`src/rtl/fpa_add_pipe.sv`:
```
// Parametrised IEEE-754 adder/subtractor: unpack/align, add/normalise, round/pack.
// Latency 4 register stages: an operand pair taken at edge N shows out_valid after edge N+3.
// Backpressure: the whole pipe freezes while out_valid && !out_ready; in_ready mirrors advance.
module fpa_add_pipe #(
  parameter int EXP_W = 8,
  parameter int MAN_W = 23,
  localparam int W = 1 + EXP_W + MAN_W
) (
  input  logic         clk,
  input  logic         rst_n,
  input  logic         in_valid,
  output logic         in_ready,
  input  logic         op_sub,
  input  logic [W-1:0] number_A,
  input  logic [W-1:0] number_B,
  output logic         out_valid,
  input  logic         out_ready,
  output logic [W-1:0] number_out,
  output logic         flag_invalid,
  output logic         flag_overflow,
  output logic         flag_inexact
);

  // significand with hidden bit plus guard/round/sticky
  localparam int SW = MAN_W + 4;
  // exponent / shift arithmetic width, wide enough for both
  localparam int XW = (EXP_W + 2 > $clog2(SW + 1) + 1) ? EXP_W + 2 : $clog2(SW + 1) + 1;
  localparam logic [XW-1:0] EMAX = XW'((1 << EXP_W) - 1);

  logic advance;
  assign advance  = !out_valid || out_ready;
  assign in_ready = advance;

  // ---------------- input capture ----------------
  logic         s0_vld;
  logic [W-1:0] s0_a, s0_b;

  // Capture operands; subtraction is folded into the sign of B here.
  always_ff @(posedge clk or negedge rst_n) begin
    if (!rst_n) begin
      s0_vld <= 1'b0;
      s0_a   <= '0;
      s0_b   <= '0;
    end else if (advance) begin
      s0_vld <= in_valid;
      s0_a   <= number_A;
      s0_b   <= {number_B[W-1] ^ op_sub, number_B[W-2:0]};
    end
  end

  // ---------------- S1: classify, swap, align ----------------
  logic             sa, sb;
  logic [EXP_W-1:0] ea, eb;
  logic [MAN_W-1:0] fa, fb;
  logic             a_nan, b_nan, a_inf, b_inf, a_snan, b_snan, inf_clash;

  assign {sa, ea, fa} = s0_a;
  assign {sb, eb, fb} = s0_b;
  assign a_nan     = (&ea) && (|fa);
  assign b_nan     = (&eb) && (|fb);
  assign a_inf     = (&ea) && !(|fa);
  assign b_inf     = (&eb) && !(|fb);
  assign a_snan    = a_nan && !fa[MAN_W-1];
  assign b_snan    = b_nan && !fb[MAN_W-1];
  assign inf_clash = a_inf && b_inf && (sa != sb);

  logic             swap, l_sign;
  logic [EXP_W-1:0] l_exp, s_exp;
  logic [MAN_W-1:0] l_frac, s_frac;
  logic [XW-1:0]    l_e, s_e, diff;
  logic [SW-1:0]    l_m, s_ext, s_sh, s_al;

  // Order by magnitude and right-align the smaller significand, folding lost bits into sticky.
  always_comb begin
    swap   = {eb, fb} > {ea, fa};
    l_sign = swap ? sb : sa;
    l_exp  = swap ? eb : ea;
    s_exp  = swap ? ea : eb;
    l_frac = swap ? fb : fa;
    s_frac = swap ? fa : fb;
    // subnormals share the exponent of the smallest normal
    l_e    = (l_exp == '0) ? XW'(1) : XW'(l_exp);
    s_e    = (s_exp == '0) ? XW'(1) : XW'(s_exp);
    l_m    = {(l_exp != '0), l_frac, 3'b000};
    s_ext  = {(s_exp != '0), s_frac, 3'b000};
    diff   = l_e - s_e;
    s_sh   = s_ext >> diff;
    if (diff >= XW'(MAN_W + 3)) s_al = {{(SW-1){1'b0}}, |s_ext};
    else                        s_al = {s_sh[SW-1:1], s_sh[0] | ((s_sh << diff) != s_ext)};
  end

  logic          s1_vld, s1_sign, s1_sub, s1_nan, s1_inv, s1_inf;
  logic [XW-1:0] s1_exp;
  logic [SW-1:0] s1_ml, s1_ms;

  // S1 register: aligned operands plus special-case decisions.
  always_ff @(posedge clk or negedge rst_n) begin
    if (!rst_n) begin
      s1_vld <= 1'b0; s1_sign <= 1'b0; s1_sub <= 1'b0;
      s1_nan <= 1'b0; s1_inv <= 1'b0; s1_inf <= 1'b0;
      s1_exp <= '0;   s1_ml <= '0;    s1_ms <= '0;
    end else if (advance) begin
      s1_vld  <= s0_vld;
      s1_sign <= l_sign;
      s1_sub  <= sa ^ sb;
      s1_nan  <= a_nan || b_nan || inf_clash;
      s1_inv  <= a_snan || b_snan || inf_clash;
      s1_inf  <= a_inf || b_inf;
      s1_exp  <= l_e;
      s1_ml   <= l_m;
      s1_ms   <= s_al;
    end
  end

  // ---------------- S2: add/sub, normalise ----------------
  logic [SW:0]   sum;
  logic [XW-1:0] lz, lim, shamt, n_e;
  logic [SW-1:0] n_m;
  logic          n_sign;

  // Effective add/sub, then normalise; left shift is clamped so the exponent never drops below 1.
  always_comb begin
    sum = s1_sub ? ({1'b0, s1_ml} - {1'b0, s1_ms}) : ({1'b0, s1_ml} + {1'b0, s1_ms});
    lz  = XW'(SW);
    for (int i = 0; i < SW; i++) if (sum[i]) lz = XW'(SW - 1 - i);
    lim   = s1_exp - XW'(1);
    shamt = (lz < lim) ? lz : lim;
    if (sum[SW]) begin
      n_m = {sum[SW:2], sum[1] | sum[0]};
      n_e = s1_exp + XW'(1);
    end else begin
      n_m = sum[SW-1:0] << shamt;
      n_e = s1_exp - shamt;
    end
    // exact cancellation yields +0; like-signed zeros keep their sign
    n_sign = (s1_sub && sum == '0) ? 1'b0 : s1_sign;
  end

  logic          s2_vld, s2_sign, s2_nan, s2_inv, s2_inf;
  logic [XW-1:0] s2_exp;
  logic [SW-1:0] s2_m;

  // S2 register: normalised significand with GRS bits.
  always_ff @(posedge clk or negedge rst_n) begin
    if (!rst_n) begin
      s2_vld <= 1'b0; s2_sign <= 1'b0; s2_nan <= 1'b0; s2_inv <= 1'b0; s2_inf <= 1'b0;
      s2_exp <= '0;   s2_m <= '0;
    end else if (advance) begin
      s2_vld  <= s1_vld;
      s2_sign <= n_sign;
      s2_nan  <= s1_nan;
      s2_inv  <= s1_inv;
      s2_inf  <= s1_inf;
      s2_exp  <= n_e;
      s2_m    <= n_m;
    end
  end

  // ---------------- S3: round, pack, flags ----------------
  logic [MAN_W+1:0] mr;
  logic [MAN_W-1:0] f_frac;
  logic [XW-1:0]    f_e;
  logic             hid, rnd_up, lost, r_inv, r_ovf, r_inx;
  logic [W-1:0]     res;

  // Round to nearest even; a carry into the hidden bit promotes subnormals naturally.
  always_comb begin
    lost   = |s2_m[2:0];
    rnd_up = s2_m[2] & (s2_m[1] | s2_m[0] | s2_m[3]);
    mr     = {1'b0, s2_m[SW-1:3]} + {{(MAN_W+1){1'b0}}, rnd_up};
    if (mr[MAN_W+1]) begin
      f_frac = mr[MAN_W:1];
      f_e    = s2_exp + XW'(1);
      hid    = 1'b1;
    end else begin
      f_frac = mr[MAN_W-1:0];
      f_e    = s2_exp;
      hid    = mr[MAN_W];
    end
    res   = {s2_sign, (hid ? f_e[EXP_W-1:0] : {EXP_W{1'b0}}), f_frac};
    r_inv = 1'b0;
    r_ovf = 1'b0;
    r_inx = lost;
    if (s2_nan) begin
      res   = {1'b0, {EXP_W{1'b1}}, 1'b1, {(MAN_W-1){1'b0}}};
      r_inv = s2_inv;
      r_inx = 1'b0;
    end else if (s2_inf) begin
      res   = {s2_sign, {EXP_W{1'b1}}, {MAN_W{1'b0}}};
      r_inx = 1'b0;
    end else if (f_e >= EMAX) begin
      res   = {s2_sign, {EXP_W{1'b1}}, {MAN_W{1'b0}}};
      r_ovf = 1'b1;
      r_inx = 1'b1;
    end
  end

  // Output register; bubbles present zero data and clear flags.
  always_ff @(posedge clk or negedge rst_n) begin
    if (!rst_n) begin
      out_valid     <= 1'b0;
      number_out    <= '0;
      flag_invalid  <= 1'b0;
      flag_overflow <= 1'b0;
      flag_inexact  <= 1'b0;
    end else if (advance) begin
      out_valid     <= s2_vld;
      number_out    <= s2_vld ? res : '0;
      flag_invalid  <= s2_vld & r_inv;
      flag_overflow <= s2_vld & r_ovf;
      flag_inexact  <= s2_vld & r_inx;
    end
  end

endmodule
```
`config.mk`:
```
export PLATFORM = sky130hd
export DESIGN_NAME = fpa_add_pipe
export DESIGN_NICKNAME = d
export VERILOG_FILES = /design/src/rtl/fpa_add_pipe.sv
export SDC_FILE = /design/constraint.sdc
export NUM_CORES = 1
export LEC_CHECK = 0
export BUFFER_PORTS_ARGS = -buffer_cell sky130_fd_sc_hd__buf_2
export CORE_MARGIN = 5
export CORE_UTILIZATION = 36
export CTS_BUF_LIST = sky130_fd_sc_hd__clkbuf_4 sky130_fd_sc_hd__clkbuf_8
export DETAILED_ROUTE_END_ITERATION = 10
export GPL_TIMING_DRIVEN = 0
export SYNTH_ARGS = -nofsm -noshare
export SYNTH_HDL_FRONTEND = slang
export SYNTH_SLANG_ARGS = --single-unit
```
`constraint.sdc`:
```
create_clock -name clk -period 20.7 [get_ports clk]
set_input_delay 0 -clock clk [delete_from_list [all_inputs] [get_ports clk]]
set_output_delay 0 -clock clk [all_outputs]
set_load 0.02 [all_outputs]
```
==> flow_metrics.env <==
export IMPL_run_status="complete, no violations"
export IMPL_worst_setup_path_end_kind="flip-flop"
export IMPL_timing_reg2reg_setup_slack_ps=7270
export IMPL_floorplan_rows=85
export IMPL_die_w_um=244
export IMPL_synth_seq_cells=208
export IMPL_cap_violations=0
export IMPL_clock_tree_buffer_depth=3
export IMPL_synth_lib_cells_used_distinct=104
export IMPL_crit_path_start_kind="flip-flop"
export IMPL_top_level_ports=106
export IMPL_rsz0062_at_grt="false"
export IMPL_postLayoutCoreUtil_pct=42.0
export IMPL_slew_headroom_pct=4.82
export IMPL_timing_rr_start="s0_a[8]"
export IMPL_worst_hold_path_type="input pin to flip-flop"
export IMPL_min_delay_worst_endpoint="s0_a[10]"
export IMPL_port_buffer_count=105
export IMPL_cts_made_buffers=38
export IMPL_min_tclk_post_route_ps=13430
export IMPL_cts_repair_resize_count=0
export IMPL_yosysSeqAreaShare_pct=26.4
export IMPL_clock_skew_final_ps=41.1
export IMPL_antenna_violating_nets_post_route=0
export IMPL_synth_top_flop_cell="sky130_fd_sc_hd__dfrtp_1"
export IMPL_nets=2916
export IMPL_synth_top_family_by_area="compound AO/OA/AOI/OAI gates"
export IMPL_share_of_cells_above_drive_strength_1_pct=11.7
export IMPL_cts_max_level=2
export IMPL_clk_root_buf="sky130_fd_sc_hd__clkbuf_8"
export IMPL_synth_compound_area_share_pct=26.1
export IMPL_post_synth_fa_ha_maj_area_fraction_pct=6.78
export IMPL_placed_cell_area_sq_um=21200
export IMPL_grt_overflow=0
export IMPL_cts_sink_count=208
export IMPL_tightestPinTransition_ps=1420
export IMPL_gp_congestion=1.08
export IMPL_slew_violations=0
export IMPL_initial_core_utilization_pct=36.5
export IMPL_worstSetupPathType="flip-flop to flip-flop"
export IMPL_netlist_area_leader_share_pct=26.4
export IMPL_cts_setup_buffers=0
export IMPL_placeable_core_area_sq_um=54000
export IMPL_muxShareOfSynthArea_pct=9.12
export IMPL_final_setup_tns_ps=0
export IMPL_post_synth_top_count_cell="sky130_fd_sc_hd__nand2_1"
export IMPL_antenna_found_initial=1
export IMPL_detailedRoute_firstPassIterationCount=6
export IMPL_wire_per_inst_um=26.8
export IMPL_cells_on_worst_hold_path=4
export IMPL_grtUsageTotal_pct=29.9
export IMPL_post_route_cell_area_sq_um=22700
export IMPL_worstPathMaxFanout=10
export IMPL_cts_hold_repair_buffers=69
export IMPL_synth_avg_cell_area_sq_um=7.81
export IMPL_hold_ws_ps=116
export IMPL_maximum_clock_rate_mhz=74.5
export IMPL_cell_types_with_the_highest_counts_after_synthesis="sky130_fd_sc_hd__nand2_1, sky130_fd_sc_hd__nor2_1, sky130_fd_sc_hd__dfrtp_1"
export IMPL_reg2reg_to="s1_ms[0]"
export IMPL_cts_tree="built"
export IMPL_netlist_area_sq_um=19700
export IMPL_post_dp_hpwl_um=72800
export IMPL_synth_edff_count=0
export IMPL_num_antenna_cells=0
export IMPL_critical_path_required_ps=21130
export IMPL_dr_total_vias=21777
export IMPL_yosys_area_share_simple_pct=21.8
export IMPL_grt_pass1_wl_um=138000
export IMPL_timing_final_hold_violations=0
export IMPL_full_die_area_sq_um=59500
export IMPL_dieHeight_um=244
export IMPL_drt_iter0_drc=2466
export IMPL_final_min_period_over_clock_period_pct=64.9
export IMPL_hold_path_startpoint="number_A[10]"
export IMPL_crit_slowest_cell="sky130_fd_sc_hd__o32ai_1"
export IMPL_synth_area_leaders="sky130_fd_sc_hd__dfrtp_1, sky130_fd_sc_hd__nand2_1, sky130_fd_sc_hd__ha_1"
export IMPL_synth_nets=2699
export IMPL_clock_transition_time_at_the_flip_flop_clock_pins_of_the_worst_setup_and_hold_paths_ps=60
export IMPL_grt_max_degree=89
export IMPL_drc=0
export IMPL_cp_slowest_stage_delay_ps=1340
export IMPL_layout_area_overhead_vs_synth_pct=15.1
export IMPL_synth_largest_area_cell="sky130_fd_sc_hd__dfrtp_1"
export IMPL_postSynthCellCount=2525
export IMPL_synthesis_warning_total=0
export IMPL_number_of_global_route_vias_before_repair=21108
export IMPL_setup_viols_final=0
export IMPL_synthArstFlopShare_pct=100
export IMPL_reg2regPathDepth=29
export IMPL_wl_um=92900
export IMPL_xor_xnor_share_of_the_synthesized_area_pct=3.37
export IMPL_signal_arrival_time_at_the_worst_endpoint_ps=13860
export IMPL_clock_insertion_delay_worst_skew_ps=610
export IMPL_detail_route_vias_per_cell=6.29
-- through the flow --
step / setup WS (ps) / instances
floorplan: 12720 / 2525
global placement: 7780 / 3326
detailed placement: 7910 / 3329
CTS: 7840 / 3462
global route: 7450 / 3462
finish: 7270 / 3462
-- registers in the layout, summed over array words and instances, names as in the netlist, 8 cells and up --
register,flops
s1_exp,8
s2_m,27
s0_a,32
s1_ml,24
s2_exp,10
s1_ms,27
number_out,32
s0_b,32
-- metal layers --
metal  vias up  global-route usage [%]  routed length [um]
met2      1163                    48.6               42200
met5         -                       0                   0
met4         0                    16.0                6080
met3       321                    4.66                6900
met1     10594                    38.4               37700
li1       9699                       -                   -
-- worst max-delay path, delay by kind of cell, from the launching register on --
family	cells	cell delay, ps
DFF	1	620
buffers and inverters	9	3680
and+or+nand+nor	3	1500
AOI/OAI and AO/OA	14	6340
adders and majority gates	3	1080
-- final cells by class --
cell class                      instances  area [sq um]
Fill cell                            5540         31300
Clock buffer                           58           729
Tap cell                              696           871
Clock inverter                          6          66.3
Multi-Input combinational cell       2039         13300
Sequential cell                       208          5200
Timing Repair Buffer                  177          1300
Buffer                                163           826
Inverter                              115           439
-- worst max-delay path by stage --
stage	slack [ps]	cells past startpoint	to	startpoint
floorplan	12720	29	s1_ms[0]	s0_a[10]
global placement	7780	29	s1_ms[0]	s0_a[8]
detailed placement	7910	29	s1_ms[0]	s0_a[8]
CTS	7840	29	s1_ms[0]	s0_a[8]
global route	7450	29	s1_ms[0]	s0_a[8]
finish	7270	29	s1_ms[0]	s0_a[8]
-- placed cells by master (no fill, tap or decap), types with 25 or more instances in the layout --
cell type                       netlist  final
sky130_fd_sc_hd__nor3_1              58     58
sky130_fd_sc_hd__xor2_1              37     37
sky130_fd_sc_hd__a21oi_1            145    145
sky130_fd_sc_hd__nand3_1             58     58
sky130_fd_sc_hd__buf_2               19    124
sky130_fd_sc_hd__o211ai_1            25     25
sky130_fd_sc_hd__inv_1              112    112
sky130_fd_sc_hd__a211oi_1            37     37
sky130_fd_sc_hd__ha_1               102    102
sky130_fd_sc_hd__clkbuf_1           101    101
sky130_fd_sc_hd__nor2_1             210    210
sky130_fd_sc_hd__o21ai_0            185    185
sky130_fd_sc_hd__nand4_1             29     29
sky130_fd_sc_hd__mux2_2              31     31
sky130_fd_sc_hd__dfrtp_1            208    208
sky130_fd_sc_hd__nand2_1            423    423
sky130_fd_sc_hd__a21o_1              28     28
sky130_fd_sc_hd__xnor2_1             32     32
sky130_fd_sc_hd__and3_1              29     29
sky130_fd_sc_hd__clkbuf_8             0     47
sky130_fd_sc_hd__dlygate4sd3_1        0     68
sky130_fd_sc_hd__o22ai_1             36     36
sky130_fd_sc_hd__mux2i_1            102    102
sky130_fd_sc_hd__a31oi_1             55     55
-- cells by family (layout without fill, tap and decap cells) --
group / Yosys count / in the layout
adders and majority gates: 105 / 105
DFF: 208 / 208
muxes: 153 / 153
and+or+nand+nor: 948 / 948
xor gates and xnor gates: 72 / 72
AOI/OAI and AO/OA: 761 / 761
buffers and inverters: 278 / 519
Power is left out: the tool's default activity adds up to more than one toggle a clock period on the data nets, which glitch-free logic cannot reach.
